### src/rtl/ntt_stage_sequencer.sv
// Address/strobe sequencer for an in-place radix-2 Cooley-Tukey NTT over one registered butterfly.
// Define NTT_PERF_EN to add the perf_cycles / perf_stalls counters.
module ntt_stage_sequencer #(
    parameter int unsigned LOG_N    = 10,
    parameter int unsigned PIPE_LAT = 2
) (
    input  logic             clk,
    input  logic             rst,
    input  logic             start,
    input  logic             stall,
    output logic             busy,
    output logic             done,
    output logic [4:0]       stage,
    output logic             rd_en,
    output logic [LOG_N-1:0] rd_addr_a,
    output logic [LOG_N-1:0] rd_addr_b,
    output logic [LOG_N-2:0] tw_addr,
    output logic             wr_en,
    output logic [LOG_N-1:0] wr_addr_a,
    output logic [LOG_N-1:0] wr_addr_b
`ifdef NTT_PERF_EN
    ,
    output logic [31:0]      perf_cycles,
    output logic [31:0]      perf_stalls
`endif
);

    localparam int unsigned KW         = LOG_N - 1;
    localparam logic [KW-1:0] KLast     = '1;
    localparam logic [4:0]    SLast     = 5'(LOG_N - 1);
    localparam logic [3:0]    DrainInit = 4'(PIPE_LAT - 1);

    typedef enum logic [1:0] {StIdle, StRun, StDrain, StFinish} state_e;

    state_e        state_q, state_d;
    logic [KW-1:0] k_q, k_d;
    logic [4:0]    s_q, s_d;
    logic [3:0]    drain_q, drain_d;
    logic          accept;

    logic [PIPE_LAT-1:0] vld_q;
    logic [LOG_N-1:0]    wa_q [PIPE_LAT];
    logic [LOG_N-1:0]    wb_q [PIPE_LAT];

    logic [LOG_N-1:0] k_ext;
    logic [LOG_N-1:0] half;
    logic [LOG_N-1:0] j;
    logic [LOG_N-1:0] g;
    logic [LOG_N-1:0] base_a;
    logic [4:0]       tw_shift;

    // Butterfly k of stage s pairs (g*2*half + j) with its partner half above.
    always_comb begin
        k_ext    = LOG_N'(k_q);
        half     = LOG_N'(1) << s_q;
        j        = k_ext & (half - LOG_N'(1));
        g        = k_ext >> s_q;
        base_a   = (g << (s_q + 5'd1)) | j;
        tw_shift = SLast - s_q;
    end

    assign accept = (state_q == StIdle) && start;

    always_ff @(posedge clk or posedge rst) begin
        if (rst) begin
            state_q <= StIdle;
            k_q     <= '0;
            s_q     <= '0;
            drain_q <= '0;
        end else begin
            state_q <= state_d;
            k_q     <= k_d;
            s_q     <= s_d;
            drain_q <= drain_d;
        end
    end

    always_comb begin
        state_d = state_q;
        k_d     = k_q;
        s_d     = s_q;
        drain_d = drain_q;
        unique case (state_q)
            StIdle: begin
                k_d = '0;
                s_d = '0;
                if (start) begin
                    state_d = StRun;
                end
            end
            StRun: begin
                if (!stall) begin
                    if (k_q == KLast) begin
                        k_d     = '0;
                        drain_d = DrainInit;
                        state_d = StDrain;
                    end else begin
                        k_d = k_q + KW'(1);
                    end
                end
            end
            StDrain: begin
                // drain_q reaches 0 on the cycle the stage's last write is on the port.
                if (!stall) begin
                    if (drain_q != 4'd0) begin
                        drain_d = drain_q - 4'd1;
                    end else if (s_q == SLast) begin
                        state_d = StFinish;
                    end else begin
                        s_d     = s_q + 5'd1;
                        k_d     = '0;
                        state_d = StRun;
                    end
                end
            end
            StFinish: begin
                s_d     = '0;
                state_d = StIdle;
            end
            default: state_d = StIdle;
        endcase
    end

    always_ff @(posedge clk or posedge rst) begin
        if (rst) begin
            vld_q <= '0;
            for (int i = 0; i < PIPE_LAT; i++) begin
                wa_q[i] <= '0;
                wb_q[i] <= '0;
            end
        end else if (!stall) begin
            vld_q[0] <= rd_en;
            wa_q[0]  <= rd_addr_a;
            wb_q[0]  <= rd_addr_b;
            for (int i = 1; i < PIPE_LAT; i++) begin
                vld_q[i] <= vld_q[i-1];
                wa_q[i]  <= wa_q[i-1];
                wb_q[i]  <= wb_q[i-1];
            end
        end
    end

    always_comb begin
        busy      = (state_q == StRun) || (state_q == StDrain);
        done      = (state_q == StFinish);
        stage     = s_q;
        rd_en     = (state_q == StRun) && !stall;
        rd_addr_a = rd_en ? base_a : '0;
        rd_addr_b = rd_en ? (base_a | half) : '0;
        tw_addr   = rd_en ? (j[KW-1:0] << tw_shift) : '0;
        wr_en     = vld_q[PIPE_LAT-1] && !stall;
        wr_addr_a = wr_en ? wa_q[PIPE_LAT-1] : '0;
        wr_addr_b = wr_en ? wb_q[PIPE_LAT-1] : '0;
    end

`ifdef NTT_PERF_EN
    logic [31:0] cyc_q;
    logic [31:0] stl_q;

    always_ff @(posedge clk or posedge rst) begin
        if (rst) begin
            cyc_q <= '0;
            stl_q <= '0;
        end else if (accept) begin
            cyc_q <= '0;
            stl_q <= '0;
        end else if (busy) begin
            if (cyc_q != '1) begin
                cyc_q <= cyc_q + 32'd1;
            end
            if (stall && (stl_q != '1)) begin
                stl_q <= stl_q + 32'd1;
            end
        end
    end

    assign perf_cycles = cyc_q;
    assign perf_stalls = stl_q;
`else
    logic unused_accept;
    assign unused_accept = accept;
`endif

endmodule

### config.mk
export PLATFORM = sky130hd
export DESIGN_NAME = ntt_stage_sequencer
export DESIGN_NICKNAME = d
export VERILOG_FILES = /design/src/rtl/ntt_stage_sequencer.sv
export SDC_FILE = /design/constraint.sdc
export NUM_CORES = 1
export LEC_CHECK = 0
export CAP_MARGIN = 20
export CORE_UTILIZATION = 38
export CTS_CLUSTER_DIAMETER = 120
export DETAILED_ROUTE_END_ITERATION = 6
export GPL_ROUTABILITY_DRIVEN = 0
export HOLD_SLACK_MARGIN = 0.03
export PLACE_DENSITY_LB_ADDON = 0.25
export SLEW_MARGIN = 20
export SYNTH_ARGS = -nofsm -noshare
export SYNTH_HDL_FRONTEND = slang
export SYNTH_SLANG_ARGS = --single-unit
### constraint.sdc
create_clock -name clk -period 4.3 [get_ports clk]
set_clock_uncertainty 0.1 [all_clocks]
set_input_delay 0.86 -clock clk [delete_from_list [all_inputs] [get_ports clk]]
set_output_delay 0.86 -clock clk [all_outputs]
set_load 0.05 [all_outputs]
# Yosys cells after proc, flatten, opt, wreduce, memory -nomap -nowiden
# Index checks and enable logic that the tools add are counted.
word_totals:
  wordCells: 74
  input_bits: 4
  register_bits: 62
  out_inout_bits: 58
op_classes:
  n_reduce_logical: 14
  addsub: 5
  bitwise: 3
  n_shift: 4
  n_eq_ne: 12
  muxes: 27
op_table:
  columns: ["operator", "count"]
  rows:
  - ["2-to-1 mux 9 bit", 6]
  - ["2-to-1 mux 10 bit", 4]
  - ["one-hot mux 9 bit (3 select lines)", 1]
  - ["OR 10 bit", 2]
  - ["2-to-1 mux 4 bit", 4]
  - ["2-to-1 mux 5 bit", 3]
  - ["AND reduction 5 bit", 3]
  - ["!= test 2 bit, second input constant", 7]
  - ["2-to-1 mux 2 bit", 6]
  - ["bitwise AND 9 x 10 -> 10 bit", 1]
  - ["one-hot mux 5 bit (2 select lines)", 1]
  - ["left shift 1 x 5 -> 10 bit, first input constant", 1]
  - ["left shift 10 x 5 -> 10 bit", 1]
  - [">> shifter 9 x 5 -> 10 bit", 1]
  - ["subtractor 10 x 1 -> 10 bit, second input constant", 1]
  - ["adder 9 x 1 -> 9 bit, second input constant", 1]
  - ["== test 9 bit, second input constant", 1]
  - ["left shift 9 x 5 -> 9 bit", 1]
  - ["one-hot mux 2 bit (4 select lines)", 1]
  - ["one-hot mux 4 bit (2 select lines)", 1]
  - ["adder 5 x 1 -> 5 bit, second input constant", 1]
  - ["== test 5 x 4 -> 1 bit, second input constant", 1]
  - ["subtractor 4 x 5 -> 5 bit, first input constant", 1]
  - ["== test 2 bit, second input constant", 2]
  - ["other kinds (11)", 13]

# Logic depth before layout (Yosys ltp)
depth:
  depth_word: 6
  ltp_mapped: 14
  ltp_nobuf: 10

# Least setup slack after synthesis
# Ideal clock, no wire load.
synth_path:
  path_type: "reg2out"
  start: "reg s_q[1], in the netlist stage[1]"
  end: "out rd_addr_b[8]"
  path_slack_ps: -915
  required_time_ps: 3340
  stages_incl_launch_ff: 15
  arrival_time_ps: 4255
  path_buffers: 4
  path_cell_list: "dfrtp_1 buf_6 buf_4 buf_2 clkinv_1 ha_1 clkbuf_1 nand2_1 ha_1 nor2b_1 a22o_1 nand3b_1 mux2i_1 o31ai_1 o21ai_0"
synth_between:
  elab_chain_len: 6
  word_cells_on_any_way: 9
  classes_between: "2 x add/sub; 3 x shift; 1 x mux; 3 x bitwise"
synth_rtl:
  columns: ["element", "line_no", "rtl"]
  rows:
  - ["from (decl)", "37", "logic [4:0] s_q, s_d;"]
  - ["from (signal assigned)", "68", "s_q <= '0;"]
  - ["from (signal assigned)", "73", "s_q <= s_d;"]
  - ["branches (longest 4 deep; another with adder 5 x 1 -> 5 bit)", null, null]
  - ["OR 10 bit *", "149", "rd_addr_b = rd_en ? (base_a | half) : '0;"]
  - ["2-to-1 mux 10 bit *", "149", null]
  - ["to (decl)", "16", "output logic [LOG_N-1:0] rd_addr_b,"]
# Every way passes the cells marked *.

# Worst setup path in the final report
layout_path:
  start: "reg s_q[0], in the netlist stage[0]"
  end: "out rd_addr_b[4]"
# Same word-level chain as after synthesis.

==> run metrics <==
row count 40; DR WL/cell 17.65 um; starting density of the core 39.28%; final instance area 5992 um^2; post-synth top area share 32.61%; CTS tree done; reg-to-reg slack, setup 1.38 ns; number of synthesis warnings 0; Iteration-0 DRC Markers 423; io pins 62; min-delay worst type reg2reg; Lkg Pwr 2.564 nW; met2 usage 34.76%; most frequent cells in the layout 65 x nand2_1, 64 x buf_4, 59 x dfrtp_1, 35 x o21ai_0, 33 x nor2_1; clk buf depth 2; Final Hold Viols 0; layout net count 643; dpl cells 776; Cell Count, Final, Fillers Out 794; Post-Synthesis Cell Area 4757 um^2; final setup margin 0.1316 ns; fin. max-slew vios 0; critical path endpoint category output pin; net count after synthesis 591; Synth cell types 68; Max stage delay on crit path 0.51 ns; ant diodes 0; relative slew slack 37.48%; share of post-route cells with drive strength above 1 23.64%; PD cells 366.7 nW/um^2; Die Area 12970 um^2; ys async rst share 100.0%; Max-Cap Viols 0; Gate Count Post-Synth 569; Fin Hold WS 0.3778 ns; Hold-fix buffers, CTS 0; gr busiest metal met2; Final min period 4.168 ns; Synth-to-Final Area Change 25.96%; met1 usage 29.67%; PortBufs 61; gr usage total 22.35%; pin count of the biggest net entering global routing 46; gr ovfl total 0; DRT Pass-1 Iters 5; Layout fillers 1167; total clock sinks 62; Vias per Instance 5.830; worst endpoint required time 3.34 ns; Pwr Total 2.197 mW; clock slew at reported path FFs 0.05 ns; vias in the first global route 4362; Most common cell on crit path ha_1; detailed-route via count 4629; htree depth 3; DP Wirelength 10250 um; Final period util 96.94%; final core area utilization 49.47%; Die Height 113.9 um; Max Freq 0.2399 GHz; CP cell instances ha_1 > ha_1 > inv_1 > nor4_1 > nor3_1 > nor2_1 > a22oi_1 > o21ai_1 > buf_4; CTS buffer count 9; Worst-Skew Late Latency 0.34 ns; highest-delay cell along the critical path dfrtp_2; post-place setup slack 0.3711 ns; Root Driver clkbuf_16; Syn Area/Cell 8.360 um^2; DRT Wirelength 14020 um; Crit Path Max Fanout 12; status finished, final reports clean; GR Layer Usage met3 5.154%; Post-synth EDFFs 0; Area contributors post-synth dfrtp_1 33%, mux2_2 5.7%, nand2_1 5.1%; RSZ-0062 raised after global routing false; CORE AREA 12110 um^2; DRC 0; antenna viol nets, final 0; Die Span X 113.9 um; initial antenna violation count 0; Max VDD drop 0.0001922 V; ys flop type dfrtp_1; commonest non-fill, non-tap cell in the layout nand2_1; Synth area leader dfrtp_1; post-synthesis sequential area ratio 32.61%; area post-placement 5585 um^2; WS Path Type reg2out; Setup crit start kind register; first-pass GRT wire length 22490 um; final setup fails 0; flops & latches, synth 62; Slew @ Worst Pin 0.9364 ns; setup TNS 0 ns; Arr. time, crit path 3.21 ns
## report_power, final
part | internal (mW) | switching, mW | leakage, nW
logic | 0.254 | 0.397 | 1.61
registers | 0.685 | 0.0888 | 0.802
clock network | 0.506 | 0.266 | 0.152
## routing by layer
metal  vias up  wire length, um
li1       2177                -
met1      2203             6251
met2       207             6478
met3        42              871
met4         0              415
met5         -                0
## synth_stat cells, types with 4 or more instances
library cell and instances:
mux2_2 24, o31ai_1 8, clkbuf_1 22, xnor2_1 4
nor2_1 34, buf_1 4, nor2b_1 8, a21oi_1 18
buf_2 13, a31oi_1 11, and3_1 6, nand4_1 4
mux2i_1 13, or2_2 5, nor3_1 19, xor2_1 7
a22oi_1 5, a21o_1 4, o22ai_1 6, o32ai_1 4
o211ai_1 13, nand2_1 65, ha_1 18, a211oi_1 5
and2_1 25, dfrtp_1 62, inv_1 18, nand3b_1 4
or3_1 5, o21ai_0 42, nand3_1 23, nand2b_1 14
## flip-flops by register name (all words and copies together), names as in the netlist
signal / count
drain_q: 4
wb_q: 20
vld_q: 2
k_q: 9
wa_q: 20
stage: 5
state_q: 2
## worst max-delay path, delay by kind of cell (launching register included)
family	cells	cell delay, ns
adder cells (fa/ha/maj)	2	0.76
AO/OA/AOI/OAI	2	0.57
AND/OR/NAND/NOR	3	0.54
flip-flops	1	0.51
buffers and inverters	2	0.48
## kinds of logic after synthesis
kind of cell | count (synthesis) | synth area share (%)
buffers and inverters | 62 | 5.549
adders and majority gates | 18 | 4.734
AOI/OAI and AO/OA | 150 | 21.04
muxes | 39 | 9.442
DFF | 62 | 32.61
xor gates and xnor gates | 11 | 2.025
and+or+nand+nor | 227 | 24.59
## cell type report
| class | count | area [um^2] | share of cell area (%) |
|---|---|---|---|
| Tap cell | 168 | 210.2 | 3.508 |
| Timing Repair Buffer | 83 | 738.2 | 12.32 |
| Clock inverter | 6 | 86.33 | 1.441 |
| Multi-Input combinational cell | 445 | 3095 | 51.66 |
| Sequential cell | 62 | 1555 | 25.96 |
| Clock buffer | 10 | 229.0 | 3.821 |
| Inverter | 20 | 77.57 | 1.295 |
## final timing paths
kind	end	from	cells past startpoint
worst max-delay path	rd_addr_b[4]	stage[0]	9
worst min-delay path	wa_q[19]	wa_q[19]	2
worst max register to register	wa_q[18]	stage[0]	10
worst min register to register	wa_q[19]	wa_q[19]	2
max in group asynchronous	k_q[0]	rst	3
min in group asynchronous	wb_q[13]	rst	2
## repair_timing
item                                    in CTS  in global routing
endpoints found under the setup margin       0                 17
setup buffers                                0                  2
resized for setup                            0                 16
Power figures use the tool's default switching activity.
